## src/rtl/uart_tx.sv

```systemverilog
// uart_tx: serialises bytes from a FIFO-like source onto a single TX line.
// Frame: start bit (0), 8 data bits LSB first, optional parity, 1 or 2 stop
// bits (1). The source presents a byte with dval_in; den_out pulses for one
// cycle when the byte is taken. When dval_in is high at the end of a stop
// period, the next frame starts with no idle gap.

module uart_tx #(
    parameter int CLKS_PER_BIT = 1736,  // clock cycles per bit, >= 2
    parameter int PARITY       = 0,     // 0 = none, 1 = odd, 2 = even
    parameter int STOP_BITS    = 1      // 1 or 2
) (
    input  logic       clk,
    input  logic       rst,       // asynchronous, active-low
    input  logic [7:0] din,
    input  logic       dval_in,
    output logic       den_out,
    output logic       txd_out,
    output logic       idle_out
);

    localparam int                BAUD_W     = $clog2(CLKS_PER_BIT);
    localparam logic [BAUD_W-1:0] BAUD_LAST  = BAUD_W'(CLKS_PER_BIT - 1);
    localparam logic [2:0]        STOP_LAST  = 3'(STOP_BITS - 1);
    localparam bit                HAS_PARITY = (PARITY != 0);
    localparam logic              PAR_ODD    = (PARITY == 1);

    typedef enum logic [2:0] {
        S_IDLE,
        S_START,
        S_DATA,
        S_PARITY,
        S_STOP
    } state_t;

    state_t            state;
    logic [BAUD_W-1:0] baud_cnt;
    logic [2:0]        bit_cnt;   // data bit index in DATA, stop bit index in STOP
    logic [7:0]        shift_reg;
    logic              par_bit;   // parity computed once at load time

    logic baud_done;
    logic load;

    // Terminal count of the current bit period (never in IDLE).
    assign baud_done = (state != S_IDLE) && (baud_cnt == BAUD_LAST);

    // A byte is taken either from IDLE or on the last cycle of the stop period.
    assign load = dval_in &&
                  ((state == S_IDLE) ||
                   ((state == S_STOP) && baud_done && (bit_cnt == STOP_LAST)));

    // Frame sequencer: state, counters, shift register and all registered outputs.
    always_ff @(posedge clk or negedge rst) begin
        if (!rst) begin
            state     <= S_IDLE;
            baud_cnt  <= '0;
            bit_cnt   <= '0;
            shift_reg <= '0;
            par_bit   <= 1'b0;
            den_out   <= 1'b0;
            txd_out   <= 1'b1;
            idle_out  <= 1'b1;
        end else begin
            // NOTE: every register here uses <= so all branches see the values
            // from before this edge; a blocking = would let later reads in the
            // same block observe half-updated state and break the register model.
            den_out <= load;

            if (load) begin
                // The first start-bit cycle coincides with the den_out pulse.
                state     <= S_START;
                shift_reg <= din;
                par_bit   <= (^din) ^ PAR_ODD;
                baud_cnt  <= '0;
                bit_cnt   <= '0;
                txd_out   <= 1'b0;
                idle_out  <= 1'b0;
            end else if (state == S_IDLE) begin
                baud_cnt <= '0;
                txd_out  <= 1'b1;
                idle_out <= 1'b1;
            end else if (!baud_done) begin
                baud_cnt <= baud_cnt + 1'b1;
            end else begin
                baud_cnt <= '0;
                case (state)
                    S_START: begin
                        state   <= S_DATA;
                        txd_out <= shift_reg[0];
                    end
                    S_DATA: begin
                        if (bit_cnt == 3'd7) begin
                            bit_cnt <= '0;
                            if (HAS_PARITY) begin
                                state   <= S_PARITY;
                                txd_out <= par_bit;
                            end else begin
                                state   <= S_STOP;
                                txd_out <= 1'b1;
                            end
                        end else begin
                            bit_cnt   <= bit_cnt + 1'b1;
                            shift_reg <= shift_reg >> 1;
                            txd_out   <= shift_reg[1];
                        end
                    end
                    S_PARITY: begin
                        state   <= S_STOP;
                        bit_cnt <= '0;
                        txd_out <= 1'b1;
                    end
                    S_STOP: begin
                        // Last stop cycle without a pending byte ends in IDLE;
                        // with a pending byte the load branch above takes over.
                        if (bit_cnt == STOP_LAST) begin
                            state    <= S_IDLE;
                            bit_cnt  <= '0;
                            txd_out  <= 1'b1;
                            idle_out <= 1'b1;
                        end else begin
                            bit_cnt <= bit_cnt + 1'b1;
                        end
                    end
                    default: begin
                        state    <= S_IDLE;
                        txd_out  <= 1'b1;
                        idle_out <= 1'b1;
                    end
                endcase
            end
        end
    end

endmodule

```

## config.mk

```make
export PLATFORM = sky130hd
export DESIGN_NAME = uart_tx
export DESIGN_NICKNAME = d
export VERILOG_FILES = /design/src/rtl/uart_tx.sv
export SDC_FILE = /design/constraint.sdc
export NUM_CORES = 1
export LEC_CHECK = 0
export CAP_MARGIN = 10
export CORE_MARGIN = 1.5
export CORE_UTILIZATION = 60
export DETAILED_ROUTE_END_ITERATION = 12
export GPL_TIMING_DRIVEN = 0
export PLACE_DENSITY_LB_ADDON = 0.05
export RECOVER_POWER = 100
export SLEW_MARGIN = 40
export SYNTH_ARGS = -nofsm -noshare
export SYNTH_HDL_FRONTEND = slang
export SYNTH_SLANG_ARGS = --single-unit
export TNS_END_PERCENT = 100
```

## constraint.sdc

```tcl
create_clock -name clk -period 3.91 [get_ports clk]
set_input_delay 0.5865 -clock clk [delete_from_list [all_inputs] [get_ports clk]]
set_output_delay 0.5865 -clock clk [all_outputs]
set_load 0.1 [all_outputs]
```

==> metrics.txt, run 1 <==
first-pass GRT wire length=4750 µm; fraction of registers with async set or reset after synthesis=100%; CP arrival=1.74 ns; Synth area leader=dfrtp_1; Placer Congestion=0.822; Seq cells post-synth=28; largest net degree at the start of global routing=29; setup TNS=0 ns; Die Width=~55 µm; number of flip-flops in the largest register=11; status=finished, final reports clean; DR iter-0 viols=11; Final nets=roughly 180; Worst Clk Skew=0.0122 ns; cell area after synthesis=between 1500 and 2000 µm²; fill count=194; layout cells sized above 1=about 17%; Crit. End Element=output port; Post-DP Area=~1800 µm²; top cell type's share of synthesized area=about two fifths; Period minus WS final=about 2.3 ns; Inserted Clock Buffers=3; Final Instance Area=1770 µm²; clock buffer depth=2; most common cell after layout, fill and taps aside=dfrtp_1; Hold Crit Class=register to register; Area growth syn-to-layout=8.53%; TritonRoute pass-1 iters=4; Reg2Reg Setup Slack=roughly 1.7 ns; critical path peak fanout=2; Fmax=between 400 and 500 MHz; FF-to-FF Start=bit_cnt[0]$_DFFE_PN0P_; number of flops mapped to enable cells by yosys=0; relative slew slack=2.24%; CTS tree=built; I/O pins=14; H-tree depth=1; DP HPWL=~2200 µm; Root Driver=clkbuf_4; Die Y=55.1 µm; Leak=about 0.73 nW; Max IR drop VDD=about 0.36 mV; routed wire length per instance=about 15 µm; CP Data Required Time=around 3.3 ns; worst stage delay on the critical path=0.87 ns; maxcap violations=0; Routed WL=about 3000 µm; Final Setup Violations=0; Inserted Diodes=0; CP Launch Type=register; top area cells in the synthesized netlist=dfrtp_1 40%, mux2_2 8.3%, nand4bb_4 3.4%; Cells after Synth=roughly 150; Worst Setup EP=idle_out; Crit. Startpoint=idle_out$_DFFE_PN1P_; vias per cell=6.05; Residual DRC=0; # port buffers=13; synthesized net count=160; post-synthesis sequential area ratio=43.2%; initial antenna violation count=0; Primary FF master, synth=dfrtp_1; worst skew pair latency=about 0.33 ns; most frequent cells in the layout=26 x dfrtp_1, 12 x nand2_1, 12 x mux2_2, 11 x nor2_1, 9 x clkdlybuf4s50_1; DR vias=about 1.2k; Buf+Inv Stages, Crit Path=1; worst r2r dst=shift_reg[0]$_DFFE_PN0P_; DRT antenna net count=0; CTS Hold Bufs=0; hold violation total from the final report=0; std cell rows=18; unrepaired setup endpoints after global routing=no; period utilisation layout=between 50% and 60%; Resized cells post-CTS=0; CP max stage cell=clkbuf_1; Power Density=454 nW/µm²; count of pins over their slew limit=0; CP Class=register to output port; average size of a mapped cell=around 11 µm²; Worst-path clk slew=roughly 0.13 ns; vias in the first global route=between 1k and 1.5k; core area=2520 µm²; Total GRT Usage=22.1%; Netlist cell types=between 40 and 50; FF-to-FF path depth=6; Starting Density=between 60 and 70%; clock sink count=28; postcts setup bufs=0; cell family with most CP delay=buffers and inverters; die area=a little over 3000 µm²; Slew @ Worst Pin=around 1.5 ns; Critical Path Stages=1; GRT overflow=0; worst-path cell chain=clkbuf_1; YS warnings=0
## worst min path at each step
stage,from,end,cells after the start
after global routing,baud_cnt[0]$_DFF_PN0_,baud_cnt[0]$_DFF_PN0_,1
after global placement,baud_cnt[0]$_DFF_PN0_,baud_cnt[0]$_DFF_PN0_,1
after floorplan,rst,baud_cnt[0]$_DFF_PN0_,0
after detailed placement,baud_cnt[0]$_DFF_PN0_,baud_cnt[0]$_DFF_PN0_,1
final,baud_cnt[0]$_DFF_PN0_,baud_cnt[0]$_DFF_PN0_,1
after CTS,rst,baud_cnt[5]$_DFF_PN0_,1
## area by class of cell
type,instances,area [µm²],area share (%)
clock buffer,4,26.3,1.49
tap,30,37.5,2.12
inverter,7,26.3,1.49
buffer,4,30.0,1.70
multi-input combinational,106,838,47.5
timing repair buffer,13,105,5.95
sequential,28,703,39.8
## cells in the mapped netlist (all sizes together) (4+ instances only)
library cell	count
mux2	14
nor2	11
nand2	12
nor3	4
ha	4
inv	7
o21ai	6
xnor2	5
nand3	5
dfrtp	26
a21oi	4
## logic make-up (layout without fill, tap and decap cells)
group | after synthesis | count (layout) | synth area share, %
mux | 17 | 17 | 12.0
simple gates | 53 | 53 | 22.6
buf+inv | 11 | 28 | 3.46
fa+ha+maj | 4 | 4 | 3.07
flops | 28 | 28 | 43.2
xor+xnor | 7 | 7 | 3.77
compound gates | 25 | 25 | 11.9
## where the power goes
group / switching (mW) / internal, mW
Clock: 0.0799 / 0.0400
Combinational: 0.154 / 0.114
Sequential: 0.0545 / 0.361
## metrics by stage
stage	hold WS, ns	worst slack, ns	utilization (%)	total power, mW	cells
6_report	0.500	1.58	70.0	0.802	192
5_1_grt	0.541	1.48	70.0	0.850	192
4_1_cts	0.259	1.74	71.4	0.826	192
3_5_place_dp	0.488	1.77	70.4	0.707	188
3_3_place_gp	0.479	1.68	71.2	0.702	188
2_1_floorplan	0.291	1.95	-	0.642	145
## metal layers
layer | vias up | global-route usage (%) | share of wire (%)
li1 | 561 | - | -
met1 | 579 | 24.9 | 43
met2 | 18 | 40.9 | 54
met3 | 4 | 3.23 | 2.4
met4 | 0 | 10.2 | 0.84
met5 | - | 0 | 0
No activity file was read; power rests on OpenSTA's default activity.
==> run 2, diff against run 1 <==
--- a/config.mk
+++ b/config.mk
@@ -7,7 +7,7 @@
 export LEC_CHECK = 0
 export CAP_MARGIN = 10
 export CORE_MARGIN = 1.5
-export CORE_UTILIZATION = 60
+export CORE_UTILIZATION = 57
 export DETAILED_ROUTE_END_ITERATION = 12
 export GPL_TIMING_DRIVEN = 0
 export PLACE_DENSITY_LB_ADDON = 0.05
==> constraint.sdc (replaced) <==
create_clock -name clk -period 2.2 [get_ports clk]
set_input_delay 0.33 -clock clk [delete_from_list [all_inputs] [get_ports clk]]
set_output_delay 0.33 -clock clk [all_outputs]
set_load 0.1 [all_outputs]
==> metrics.txt, run 2 (synthesized netlist as in run 1, its figures left out) <==
critical path peak fanout=8; FF-to-FF Start=bit_cnt[0]$_DFFE_PN0P_; GRT overflow=0; Power Density=803 nW/µm²; hold violation total from the final report=0; TritonRoute pass-1 iters=4; maxcap violations=0; Die Y=56.4 µm; DR iter-0 viols=42; Routed WL=2860 µm; Net Sw Frac=between 30% and 40%; Buf+Inv Stages, Crit Path=0; worst skew pair latency=0.33 ns; relative slew slack=under 10%; Slew @ Worst Pin=between 1 and 1.5 ns; CP Data Required Time=between 2 and 2.5 ns; fin cells=193; switching pwr=between 0.5 and 0.6 mW; initial antenna violation count=0; Seq pwr share=51.0%; first-pass GRT wire length=~5000 µm; die area=between 3000 and 4000 µm²; Worst Clk Skew=between 0.002 and 0.003 ns; core area=2730 µm²; worst r2r dst=shift_reg[5]$_DFFE_PN0P_; setup TNS=0 ns; I/O pins=14; CTS tree=built; Inserted Clock Buffers=3; status=finished, final reports clean; worst-path cell chain=ha_1 -> ha_1 -> nor4b_4 -> nand4_4 -> mux2_2 -> mux2_2; CP max stage cell=dfrtp_1; Starting Density=between 50% and 60%; layout cells sized above 1=19.1%; Placer Congestion=~0.84; period utilisation layout=a little over nine tenths; Reg2Reg Setup Slack=about 0.12 ns; FF/Latch Area=about 700 µm²; P_int=between 0.9 and 1 mW; largest net degree at the start of global routing=29; worst stage delay on the critical path=0.42 ns; fill count=216; CP Class=register to register; Fmax=roughly 480 MHz; H-tree depth=1; Inst Count DP=approximately 190; Worst-path clk slew=0.14 ns; CP arrival=about 2.3 ns; vias in the first global route=around 1.1k; Area growth syn-to-layout=9.92%; combinational power share=approximately a third; Crit. End Element=register; Max IR drop VDD=about 0.63 mV; FF-to-FF path depth=6; cell family with most CP delay=multiplexers; clock buffer depth=2; most common cell after layout, fill and taps aside=dfrtp_1; Leak=roughly 0.75 nW; std cell rows=19; vias per cell=around 6; # port buffers=13; CTS Hold Bufs=0; Die Width=between 50 and 60 µm; unrepaired setup endpoints after global routing=no; Final nets=roughly 180; most frequent cells in the layout=26 x dfrtp_1, 12 x nand2_1, 12 x mux2_2, 11 x nor2_1, 9 x clkdlybuf4s50_1; CP Launch Type=register; Hold Crit Class=input port to asynchronous set/reset pin; routed wire length per instance=14.8 µm; multi-input logic area=roughly 860 µm²; Final Setup Violations=0; Period minus WS final=2.08 ns; DRT antenna net count=0; Root Driver=clkbuf_4; number of flip-flops in the largest register=11; DP HPWL=2120 µm; Critical Path Stages=6; Residual DRC=0; Clk pwr share=between 10% and 20%; DR vias=roughly 1.2k; Inserted Diodes=0; Total GRT Usage=between 20% and 30%; count of pins over their slew limit=0; clock sink count=28
==> run 2: stage by stage <==
step | util, % | hold WS, ns | instance area (µm²) | power (mW) | setup WS, ns
global placement | 65.7 | 0.472 | 1800 | 1.25 | 0.122
finish | 65.4 | 0.318 | 1790 | 1.44 | 0.122
global route | 65.4 | 0.441 | 1790 | 1.52 | 0.00257
floorplan | - | 0.0344 | 1630 | 1.14 | 0.242
detailed placement | 65.0 | 0.379 | 1780 | 1.25 | 0.0911
CTS | 65.9 | 0.00211 | 1800 | 1.48 | 0.0637
==> run 2: layout make-up <==
class / instances / area share [%]
buffer: 4 / 1.68
tap: 31 / 2.17
clock buffer: 4 / 1.47
timing repair buffer: 13 / 6.01
multi-input combinational: 106 / 47.9
sequential: 28 / 39.3
inverter: 7 / 1.47
==> run 2: routing by layer <==
layer / vias up / share of wire [%] / track usage (%) / wire (µm)
met5: - / 0 / 0 / 0
met4: 0 / 1.6 / 8.16 / 46
met3: 5 / 4.2 / 3.00 / 120
met2: 30 / 48 / 31.9 / 1370
met1: 564 / 46 / 28.3 / 1320
li1: 563 / - / - / -
==> run 2: worst max path at each step <==
stage | startpoint | endpoint | slack [ns]
final | bit_cnt[0]$_DFFE_PN0P_ | shift_reg[5]$_DFFE_PN0P_ | 0.12
after global placement | bit_cnt[0]$_DFFE_PN0P_ | shift_reg[5]$_DFFE_PN0P_ | 0.12
after global routing | bit_cnt[0]$_DFFE_PN0P_ | shift_reg[5]$_DFFE_PN0P_ | 0.003
after CTS | bit_cnt[0]$_DFFE_PN0P_ | shift_reg[5]$_DFFE_PN0P_ | 0.06
after floorplan | bit_cnt[0]$_DFFE_PN0P_ | shift_reg[1]$_DFFE_PN0P_ | 0.24
after detailed placement | bit_cnt[0]$_DFFE_PN0P_ | shift_reg[5]$_DFFE_PN0P_ | 0.09
==> run 2: what timing repair did <==
| action | 4_1_cts | 5_1_grt |
|---|---|---|
| hold endpoints to repair | 0 | 0 |
| gates resized for setup | 0 | 1 |
| setup buffers | 0 | 0 |
| setup endpoints to repair | 0 | 7 |
==> run 2: power groups by stage <==
stage               Clock, mW  Combinational (mW)  Sequential [mW]
global placement            0               0.508            0.744
detailed placement          0               0.504            0.750
global route            0.243               0.529            0.751
finish                  0.221               0.482            0.733
floorplan                   0               0.295            0.846
CTS                     0.229               0.508            0.739
